`src/rtl/ace_snoop_collector.sv`:
```
// Snoop fan-out/fan-in for one master group: broadcasts an AC request to masked masters,
// merges their CR responses, forwards CD data from one selected master and drains the rest.
module ace_snoop_collector #(
   parameter  int unsigned NoMst     = 4,
   parameter  int unsigned AddrWidth = 64,
   parameter  int unsigned DataWidth = 64,
   parameter  int unsigned CdBeats   = 4,
   localparam int unsigned SrcW      = (NoMst > 1) ? $clog2(NoMst) : 1
) (
   input  logic                       clk_i,
   input  logic                       rst_ni,
   input  logic                       ac_valid_i,
   output logic                       ac_ready_o,
   input  logic [AddrWidth-1:0]       ac_addr_i,
   input  logic [3:0]                 ac_snoop_i,
   input  logic [2:0]                 ac_prot_i,
   input  logic [NoMst-1:0]           mask_i,
   output logic [NoMst-1:0]           snp_ac_valid_o,
   input  logic [NoMst-1:0]           snp_ac_ready_i,
   output logic [AddrWidth-1:0]       snp_ac_addr_o,
   output logic [3:0]                 snp_ac_snoop_o,
   output logic [2:0]                 snp_ac_prot_o,
   input  logic [NoMst-1:0]           snp_cr_valid_i,
   output logic [NoMst-1:0]           snp_cr_ready_o,
   input  logic [5*NoMst-1:0]         snp_cr_resp_i,
   input  logic [NoMst-1:0]           snp_cd_valid_i,
   output logic [NoMst-1:0]           snp_cd_ready_o,
   input  logic [DataWidth*NoMst-1:0] snp_cd_data_i,
   input  logic [NoMst-1:0]           snp_cd_last_i,
   output logic                       cr_valid_o,
   input  logic                       cr_ready_i,
   output logic [4:0]                 cr_resp_o,
   output logic [SrcW-1:0]            cr_src_o,
   output logic                       cd_valid_o,
   input  logic                       cd_ready_i,
   output logic [DataWidth-1:0]       cd_data_o,
   output logic                       cd_last_o,
   output logic                       proto_err_o
);
   localparam int unsigned     CntW     = (CdBeats > 1) ? $clog2(CdBeats) : 1;
   localparam logic [CntW-1:0] LastBeat = CntW'(CdBeats - 1);

   typedef enum logic [1:0] {IDLE, SEND, RESP, DATA} state_e;

   state_e                r_state;
   logic [AddrWidth-1:0]  r_addr;
   logic [3:0]            r_snoop;
   logic [2:0]            r_prot;
   logic [NoMst-1:0]      r_ac_pend;
   logic [NoMst-1:0]      r_cr_pend;
   logic [NoMst-1:0]      r_dt_pend;
   logic [4:0]            r_resp;
   logic [SrcW-1:0]       r_sel;
   logic                  r_sel_vld;
   logic [CntW-1:0]       r_cnt;
   logic                  r_proto_err;

   logic                  w_idle, w_send, w_resp_st, w_data_st;
   logic [NoMst-1:0]      w_ac_hs, w_cr_rdy, w_cr_hs, w_dt_hs;
   logic [NoMst-1:0]      w_ac_pend_nxt, w_cr_pend_nxt, w_dt_pend_nxt;
   logic [NoMst-1:0]      w_is_sel, w_drain_done;
   logic [4:0]            w_cr_resp [NoMst];
   logic [DataWidth-1:0]  w_cd_data [NoMst];
   logic                  w_dt_any, w_err_any, w_shr_any, w_wu_any;
   logic                  w_new_sel_vld, w_new_pd, w_pd_nxt;
   logic [SrcW-1:0]       w_new_sel;
   logic                  w_sel_dt, w_cd_last, w_sel_hs, w_sel_done, w_proto_mis;

   assign w_idle    = rst_ni & (r_state == IDLE);
   assign w_send    = rst_ni & (r_state == SEND);
   assign w_resp_st = rst_ni & (r_state == RESP);
   assign w_data_st = rst_ni & (r_state == DATA);

   // A master's CR is only accepted once its own AC has been handed over.
   assign w_ac_hs       = w_send ? (r_ac_pend & snp_ac_ready_i) : '0;
   assign w_cr_rdy      = w_send ? (r_cr_pend & ~r_ac_pend) : '0;
   assign w_cr_hs       = w_cr_rdy & snp_cr_valid_i;
   assign w_ac_pend_nxt = r_ac_pend & ~w_ac_hs;
   assign w_cr_pend_nxt = r_cr_pend & ~w_cr_hs;

   genvar gi;
   generate
      for (gi = 0; gi < NoMst; gi++) begin : g_mst
         assign w_cr_resp[gi]      = snp_cr_resp_i[gi*5 +: 5];
         assign w_cd_data[gi]      = snp_cd_data_i[gi*DataWidth +: DataWidth];
         assign w_dt_hs[gi]        = w_cr_hs[gi] & w_cr_resp[gi][0];
         assign w_is_sel[gi]       = (r_sel == SrcW'(gi));
         assign snp_cd_ready_o[gi] = w_data_st & r_dt_pend[gi] & (w_is_sel[gi] ? cd_ready_i : 1'b1);
         assign w_drain_done[gi]   = w_data_st & r_dt_pend[gi] & ~w_is_sel[gi]
                                   & snp_cd_valid_i[gi] & snp_cd_last_i[gi];
      end
   endgenerate

   // Descending scan so the lowest-index data master wins a same-cycle tie.
   always_comb begin
      w_dt_any      = 1'b0;
      w_err_any     = 1'b0;
      w_shr_any     = 1'b0;
      w_wu_any      = 1'b0;
      w_new_sel_vld = 1'b0;
      w_new_sel     = '0;
      w_new_pd      = 1'b0;
      for (int i = int'(NoMst) - 1; i >= 0; i--) begin
         if (w_cr_hs[i]) begin
            w_dt_any  = w_dt_any  | w_cr_resp[i][0];
            w_err_any = w_err_any | w_cr_resp[i][1];
            w_shr_any = w_shr_any | w_cr_resp[i][3];
            w_wu_any  = w_wu_any  | w_cr_resp[i][4];
            if (w_cr_resp[i][0]) begin
               w_new_sel_vld = 1'b1;
               w_new_sel     = SrcW'(i);
               w_new_pd      = w_cr_resp[i][2];
            end
         end
      end
   end

   assign w_pd_nxt = (!r_sel_vld && w_new_sel_vld) ? w_new_pd : r_resp[2];

   assign w_sel_dt      = r_dt_pend[r_sel];
   assign w_cd_last     = (r_cnt == LastBeat);
   assign w_sel_hs      = cd_valid_o & cd_ready_i;
   assign w_sel_done    = w_sel_hs & w_cd_last;
   assign w_proto_mis   = w_sel_hs & (snp_cd_last_i[r_sel] != w_cd_last);
   assign w_dt_pend_nxt = r_dt_pend & ~w_drain_done & ~({NoMst{w_sel_done}} & w_is_sel);

   always_ff @(posedge clk_i) begin
      if (!rst_ni) begin
         r_state     <= IDLE;
         r_addr      <= '0;
         r_snoop     <= '0;
         r_prot      <= '0;
         r_ac_pend   <= '0;
         r_cr_pend   <= '0;
         r_dt_pend   <= '0;
         r_resp      <= '0;
         r_sel       <= '0;
         r_sel_vld   <= 1'b0;
         r_cnt       <= '0;
         r_proto_err <= 1'b0;
      end else begin
         r_proto_err <= 1'b0;
         unique case (r_state)
            IDLE: begin
               if (ac_valid_i) begin
                  r_addr    <= ac_addr_i;
                  r_snoop   <= ac_snoop_i;
                  r_prot    <= ac_prot_i;
                  r_ac_pend <= mask_i;
                  r_cr_pend <= mask_i;
                  r_dt_pend <= '0;
                  r_resp    <= '0;
                  r_sel     <= '0;
                  r_sel_vld <= 1'b0;
                  r_cnt     <= '0;
                  r_state   <= (mask_i == '0) ? RESP : SEND;
               end
            end
            SEND: begin
               r_ac_pend <= w_ac_pend_nxt;
               r_cr_pend <= w_cr_pend_nxt;
               r_dt_pend <= r_dt_pend | w_dt_hs;
               r_resp    <= {r_resp[4] | w_wu_any, r_resp[3] | w_shr_any, w_pd_nxt,
                             r_resp[1] | w_err_any, r_resp[0] | w_dt_any};
               if (!r_sel_vld && w_new_sel_vld) begin
                  r_sel     <= w_new_sel;
                  r_sel_vld <= 1'b1;
               end
               if (w_ac_pend_nxt == '0 && w_cr_pend_nxt == '0) r_state <= RESP;
            end
            RESP: begin
               if (cr_ready_i) r_state <= (r_dt_pend != '0) ? DATA : IDLE;
            end
            DATA: begin
               r_dt_pend   <= w_dt_pend_nxt;
               r_proto_err <= w_proto_mis;
               if (w_sel_hs) r_cnt <= w_cd_last ? '0 : r_cnt + 1'b1;
               if (w_dt_pend_nxt == '0) begin
                  r_state <= IDLE;
                  r_cnt   <= '0;
               end
            end
            default: r_state <= IDLE;
         endcase
      end
   end

   assign ac_ready_o     = w_idle;
   assign snp_ac_valid_o = w_send ? r_ac_pend : '0;
   assign snp_ac_addr_o  = r_addr;
   assign snp_ac_snoop_o = r_snoop;
   assign snp_ac_prot_o  = r_prot;
   assign snp_cr_ready_o = w_cr_rdy;
   assign cr_valid_o     = w_resp_st;
   assign cr_resp_o      = w_resp_st ? r_resp : '0;
   assign cr_src_o       = w_resp_st ? r_sel : '0;
   assign cd_valid_o     = w_data_st & w_sel_dt & snp_cd_valid_i[r_sel];
   assign cd_data_o      = w_data_st ? w_cd_data[r_sel] : '0;
   assign cd_last_o      = w_data_st & w_sel_dt & w_cd_last;
   assign proto_err_o    = r_proto_err;

endmodule

```
`config.mk`:
```
export PLATFORM = sky130hd
export DESIGN_NAME = ace_snoop_collector
export DESIGN_NICKNAME = d
export VERILOG_FILES = /design/src/rtl/ace_snoop_collector.sv
export SDC_FILE = /design/constraint.sdc
export NUM_CORES = 1
export LEC_CHECK = 0
export CORE_AREA = 2 2 205 207
export CTS_BUF_LIST = sky130_fd_sc_hd__clkbuf_4
export DETAILED_ROUTE_END_ITERATION = 10
export DIE_AREA = 0 0 207 209
export GPL_ROUTABILITY_DRIVEN = 0
export PLACE_DENSITY_LB_ADDON = 0.05
export SYNTH_ARGS = -nofsm -noshare
export SYNTH_HDL_FRONTEND = slang
export SYNTH_SLANG_ARGS = --single-unit
```
`constraint.sdc`:
```
create_clock -name clk_i -period 2.2 [get_ports clk_i]
set_clock_uncertainty 0.15 [all_clocks]
set_input_delay 0.44 -clock clk_i [delete_from_list [all_inputs] [get_ports clk_i]]
set_output_delay 0.44 -clock clk_i [all_outputs]
set_load 0.01 [all_outputs]
```
# Word-level counts from Yosys, hierarchy flattened
# Cells that the tools add are included.
dict set report op_classes {
  n_lt_le_gt_ge 2
  eq_ne 14
  n_reduce_logical 20
  n_mux 84
  addsub 1
  bitwise 69
}
# op count
set op_table {}
lappend op_table {{$mux W64} 3}
lappend op_table {{$bmux W64 S2} 1}
lappend op_table {{$mux W1} 42}
lappend op_table {{$mux W2} 20}
lappend op_table {{$and A1 B1 Y1} 34}
lappend op_table {{$and A4 B4 Y4} 8}
lappend op_table {{$mux W4} 5}
lappend op_table {{$not A4 Y4} 5}
lappend op_table {{$logic_not A4 Y1} 4}
lappend op_table {{$or A1 B1 Y1} 16}
lappend op_table {{$pmux W4 S2} 2}
lappend op_table {{$pmux W4 S3} 1}
lappend op_table {{$eq A2 B2 Y1 const B} 5}
lappend op_table {{$mux W5} 2}
lappend op_table {{$pmux W5 S2} 1}
lappend op_table {{$pmux W2 S2} 2}
lappend op_table {{$pmux W2 S4} 1}
lappend op_table {{$reduce_and A2 Y1} 4}
lappend op_table {{$bmux W1 S2} 3}
lappend op_table {{$ne A2 B1 Y1 const B} 3}
lappend op_table {{$reduce_and A3 Y1} 2}
lappend op_table {{$eq A2 B1 Y1 const B} 2}
lappend op_table {{$logic_not A2 Y1} 2}
lappend op_table {{$ne A2 B2 Y1 const B} 2}
lappend op_table {{15 further kinds} 20}
dict set report word_totals {
  output_inout_bits 159
  regBits 96
}

# Depth between registers and ports, before layout
dict set report depth {
  word_depth 14
  depth_mapped 10
  mapped_depth_nobuf 8
}

# Worst setup path after synthesis
# Ideal clock, no wire load.
dict set report synth_timing {
  kind {flip-flop to output port}
  start {reg r_sel[0]}
  end {out cd_data_o[10]}
  setup_slack_ns -0.047
  path_stages_with_launch 6
  arrival_ns 1.657
  required_time_ns 1.610
  cell_sequence {dfxtp_1 -> buf_2 -> buf_2 -> buf_2 -> mux4_2 -> and2_1}
}
dict set report synth_between {
  elab_chain_len 5
}
# element line_no
set synth_lines {}
lappend synth_lines {{start, declared} 53} ;# logic [SrcW-1:0] r_sel;
lappend synth_lines {{start signal, assigned} 166} ;# r_sel <= w_new_sel;
lappend synth_lines {{$not A2 Y3 (not written as such)} 198} ;# assign cd_data_o = w_data_st ? w_cd_data[r_sel] : '0;
lappend synth_lines {{$bmux W64 S2} 198}
lappend synth_lines {{$mux W64 (not written as such) (2 in a row)} 198}
lappend synth_lines {{$mux W64} 198}
lappend synth_lines {{end, declared} 36} ;# output logic [DataWidth-1:0] cd_data_o,
# Every way passes these cells. The select of a mux whose other input is x is not followed.

# Worst setup path in the final report
dict set report layout_timing {
  start {reg r_sel[0]}
  end {out cd_data_o[18]}
}
# The elaborated chain is that of the path after synthesis.

==> impl_metrics.ini <==
[detailed_routing]
number_of_nets_still_failing_antenna_checks_after_routing = 0
detailed_routing_iteration_count_for_the_pre_antenna_repair_pass = 4
wl_per_cell_um = 20.9
avgViaCountPerCell = 4.24
dr_total_vias = 8235
drt_iter0_drc = 387
drc = 0
wirelength_um = 40700

[sta]
finalHoldViolCount = 0
period_minus_slack_ns = 2.78
max_slew_margin_pct = 70.6
worst-slew-pin-transition_ns = 0.438
setup_viol_count_final = 99
finalCritPeriodShare_pct = 126
finalHoldWorstSlack_ns = 0.225
final_critical_path_setup_slack_ns = -0.577
final-max-slew-violation-count = 0
setup_tns_ns = -38.45
unrepaired_setup_endpoints_after_global_routing = yes
clock.fmax_mhz = 360

[setup_path]
worst_path_dominant_cell_family = buffers and inverters
crit_buf_inv = 5
crit_path_start_kind = register
critical_path_required_ns = 1.61
crit_slowest_cell = mux4_2
worst_path_most_repeated_cell = buf_12
endpoint_kind = output port
largest_driver_fanout_on_the_critical_path = 8
critical_path.max_stage_delay_ns = 0.49
critical_path_cell_list = buf_12, buf_12, buf_16, buf_12, mux4_2, and2_4, buf_6
worst_setup_path_class = reg -> out
cp.arrival_ns = 2.19

[final_layout]
drive_gt1_share_pct = 33.3
final_nets = 1771
syn2layout_area_growth_pct = 128

[floorplanning]
initial_utilization_pct = 15.9
die_width_um = 207
std_cell_rows = 75
io-pin-count = 531
fp.coreArea_um2 = 41300
total_die_area_um2 = 43300
dieHeight_um = 209

[grt]
first_global_vias = 8258
grt_first_pass_wirelength_um = 58400
grtUsageTotal_pct = 18.1
remaining_global_route_overflow = 0
grt_start_max_net_pins = 46
antenna_found_initial = 13

[clocking]
clockBufferDepth = 2
clkTransAtPathRegs_ns = 0.18
h_tree_lvls = 3
clock-root-buffer = clkbuf_4
clkLatencyLatePin_ns = 0.51
hold_buffers = 0
numClockSinks = 96
clock_tree_from_tritoncts = built
number_of_buffers_inserted_during_clock_tree_synthesis = 9

[power]
power.density_nw_per_um2 = 504
peakVddDrop_uv = 355
power_leakage_nw = 5.60
p_total_mw = 7.54

[yosys]
ys_seq_area_share_pct = 29.3
ys_top_cells_by_count = nand2_1 (170), dfxtp_1 (96), a21boi_0 (72), and2_1 (72), mux4_2 (67)
ys_ff_latch = 96
number_of_flops_mapped_to_enable_cells_by_yosys = 0
netlist.top_cell.by_area = dfxtp_1
post-synth-top-count-cell = nand2_1
synth.distinct_cells = 52
synthFlopType = dfxtp_1
mappedNetlistNets = 1111
post_synth.cell_area_avg_um2 = 8.96
cells_after_synth = 733
netlist_area_um2 = 6570
top_area_cell_type_share_of_the_netlist_area_pct = 29.3
ys_async_sr_fraction_pct = 0
yosysWarnings = 0
synthTopCellsByArea = dfxtp_1 (29%), mux4_2 (23%), nand2_1 (9.7%)

[placement]
detailed_place_hpwl_um = 32300
placement.io_buffers = 530

[status]
violations = setup timing
outcome = complete, but fails checks

[run]
max_cap_violations = 0

[min_path]
hold_class = in -> reg
area by class of cell:
cell class,count,area (um2)
Tap cell,539,674
Timing Repair Buffer,710,7370
Multi-Input combinational cell,566,4790
Inverter,10,42.5
Antenna cell,7,17.5
Clock inverter,7,61.3
Fill cell,4302,26300
Clock buffer,9,67.6
Sequential cell,96,1930
per-layer routing:
| metal | share of wire [%] | track usage, % | wire length, um | vias up |
|---|---|---|---|---|
| li1 | - | - | - | 3970 |
| met1 | 40 | 21.4 | 16400 | 3926 |
| met2 | 51 | 31.4 | 20800 | 303 |
| met3 | 7.4 | 5.88 | 2990 | 26 |
| met4 | 1.0 | 4.83 | 421 | 10 |
| met5 | 0.17 | 0 | 71 | - |
stage by stage:
| step | instances | util (%) | setup WS, ns | cell area, um2 |
|---|---|---|---|---|
| 2_1_floorplan | 733 | - | -0.0472 | 6570 |
| 3_3_place_gp | 1826 | 31.8 | -0.511 | 13100 |
| 3_5_place_dp | 1826 | 31.8 | -0.491 | 13100 |
| 4_1_cts | 1901 | 34.0 | -0.719 | 14000 |
| 5_1_grt | 1944 | 36.2 | -0.679 | 15000 |
| 6_report | 1944 | 36.2 | -0.577 | 15000 |
final timing paths:
kind / slack (ns) / end / startpoint / depth (start not counted)
min: 0.23 / r_resp[2] / rst_ni / 3
min reg2reg: 0.32 / snp_ac_addr_o[62] / snp_ac_addr_o[62] / 2
max: -0.58 / cd_data_o[18] / r_sel[0] / 7
max reg2reg: -0.25 / r_state[1] / r_sel[0] / 12
flip-flops by register name, indices dropped and copies added, names as in the netlist:
| register | count |
|---|---|
| r_ac_pend | 4 |
| snp_ac_snoop_o | 4 |
| snp_ac_prot_o | 3 |
| r_dt_pend | 4 |
| r_state | 2 |
| r_sel_vld | 1 |
| r_resp | 5 |
| r_sel | 2 |
| r_cnt | 2 |
| snp_ac_addr_o | 64 |
| r_cr_pend | 4 |
| proto_err_o | 1 |
report_power, final:
| group | total, mW | switching [mW] | internal (mW) |
|---|---|---|---|
| clock | 0.997 | 0.743 | 0.254 |
| sequential | 2.21 | 0.178 | 2.03 |
| combinational | 4.33 | 1.88 | 2.45 |
logic make-up (layout without fill, tap and decap cells):
| kind of cell | count (synthesis) | count (layout) | share of synthesized area, % |
|---|---|---|---|
| xor+xnor | 1 | 1 | 0.133 |
| fa+ha+maj | 6 | 6 | 1.14 |
| mux | 70 | 70 | 23.4 |
| other cells | 0 | 7 | 0 |
| flops | 96 | 96 | 29.3 |
| simple gates | 331 | 331 | 24.4 |
| compound gates | 158 | 158 | 17.0 |
| buf+inv | 71 | 736 | 4.61 |
what timing repair did:
item                                    CTS  global route
gates cloned                              5             2
endpoints found under the setup margin  101           142
pin swaps                                47            49
setup buffers                            55            48
resized for setup                       449           198
worst register-to-register path, cell delays in order, from the launching register on:
cell     delay [ns]
dfxtp_4        0.44
buf_6          0.14
buf_8          0.10
buf_6          0.09
buf_6          0.08
buf_6          0.09
mux4_2         0.50
inv_2          0.06
nand4_1        0.11
a32oi_1        0.20
buf_4          0.17
o221a_1        0.18
o21a_1         0.11
cell usage in the layout, fill, tap and decap left out, types with 6 or more instances in the layout:
cell type,count
clkdlybuf4s50_1,442
nand2_1,168
buf_6,126
dfxtp_1,92
buf_4,79
a21boi_0,71
mux4_2,67
and2_4,54
buf_12,31
a21oi_1,20
and2_1,18
o21ai_0,16
buf_2,15
nor2_1,14
and3_4,12
nand4_1,11
nand3_1,9
clkbuf_4,9
nor2b_1,8
diode_2,7
o21ai_1,7
clkbuf_2,7
nand2b_1,6
No activity file was read; power rests on OpenSTA's default activity.
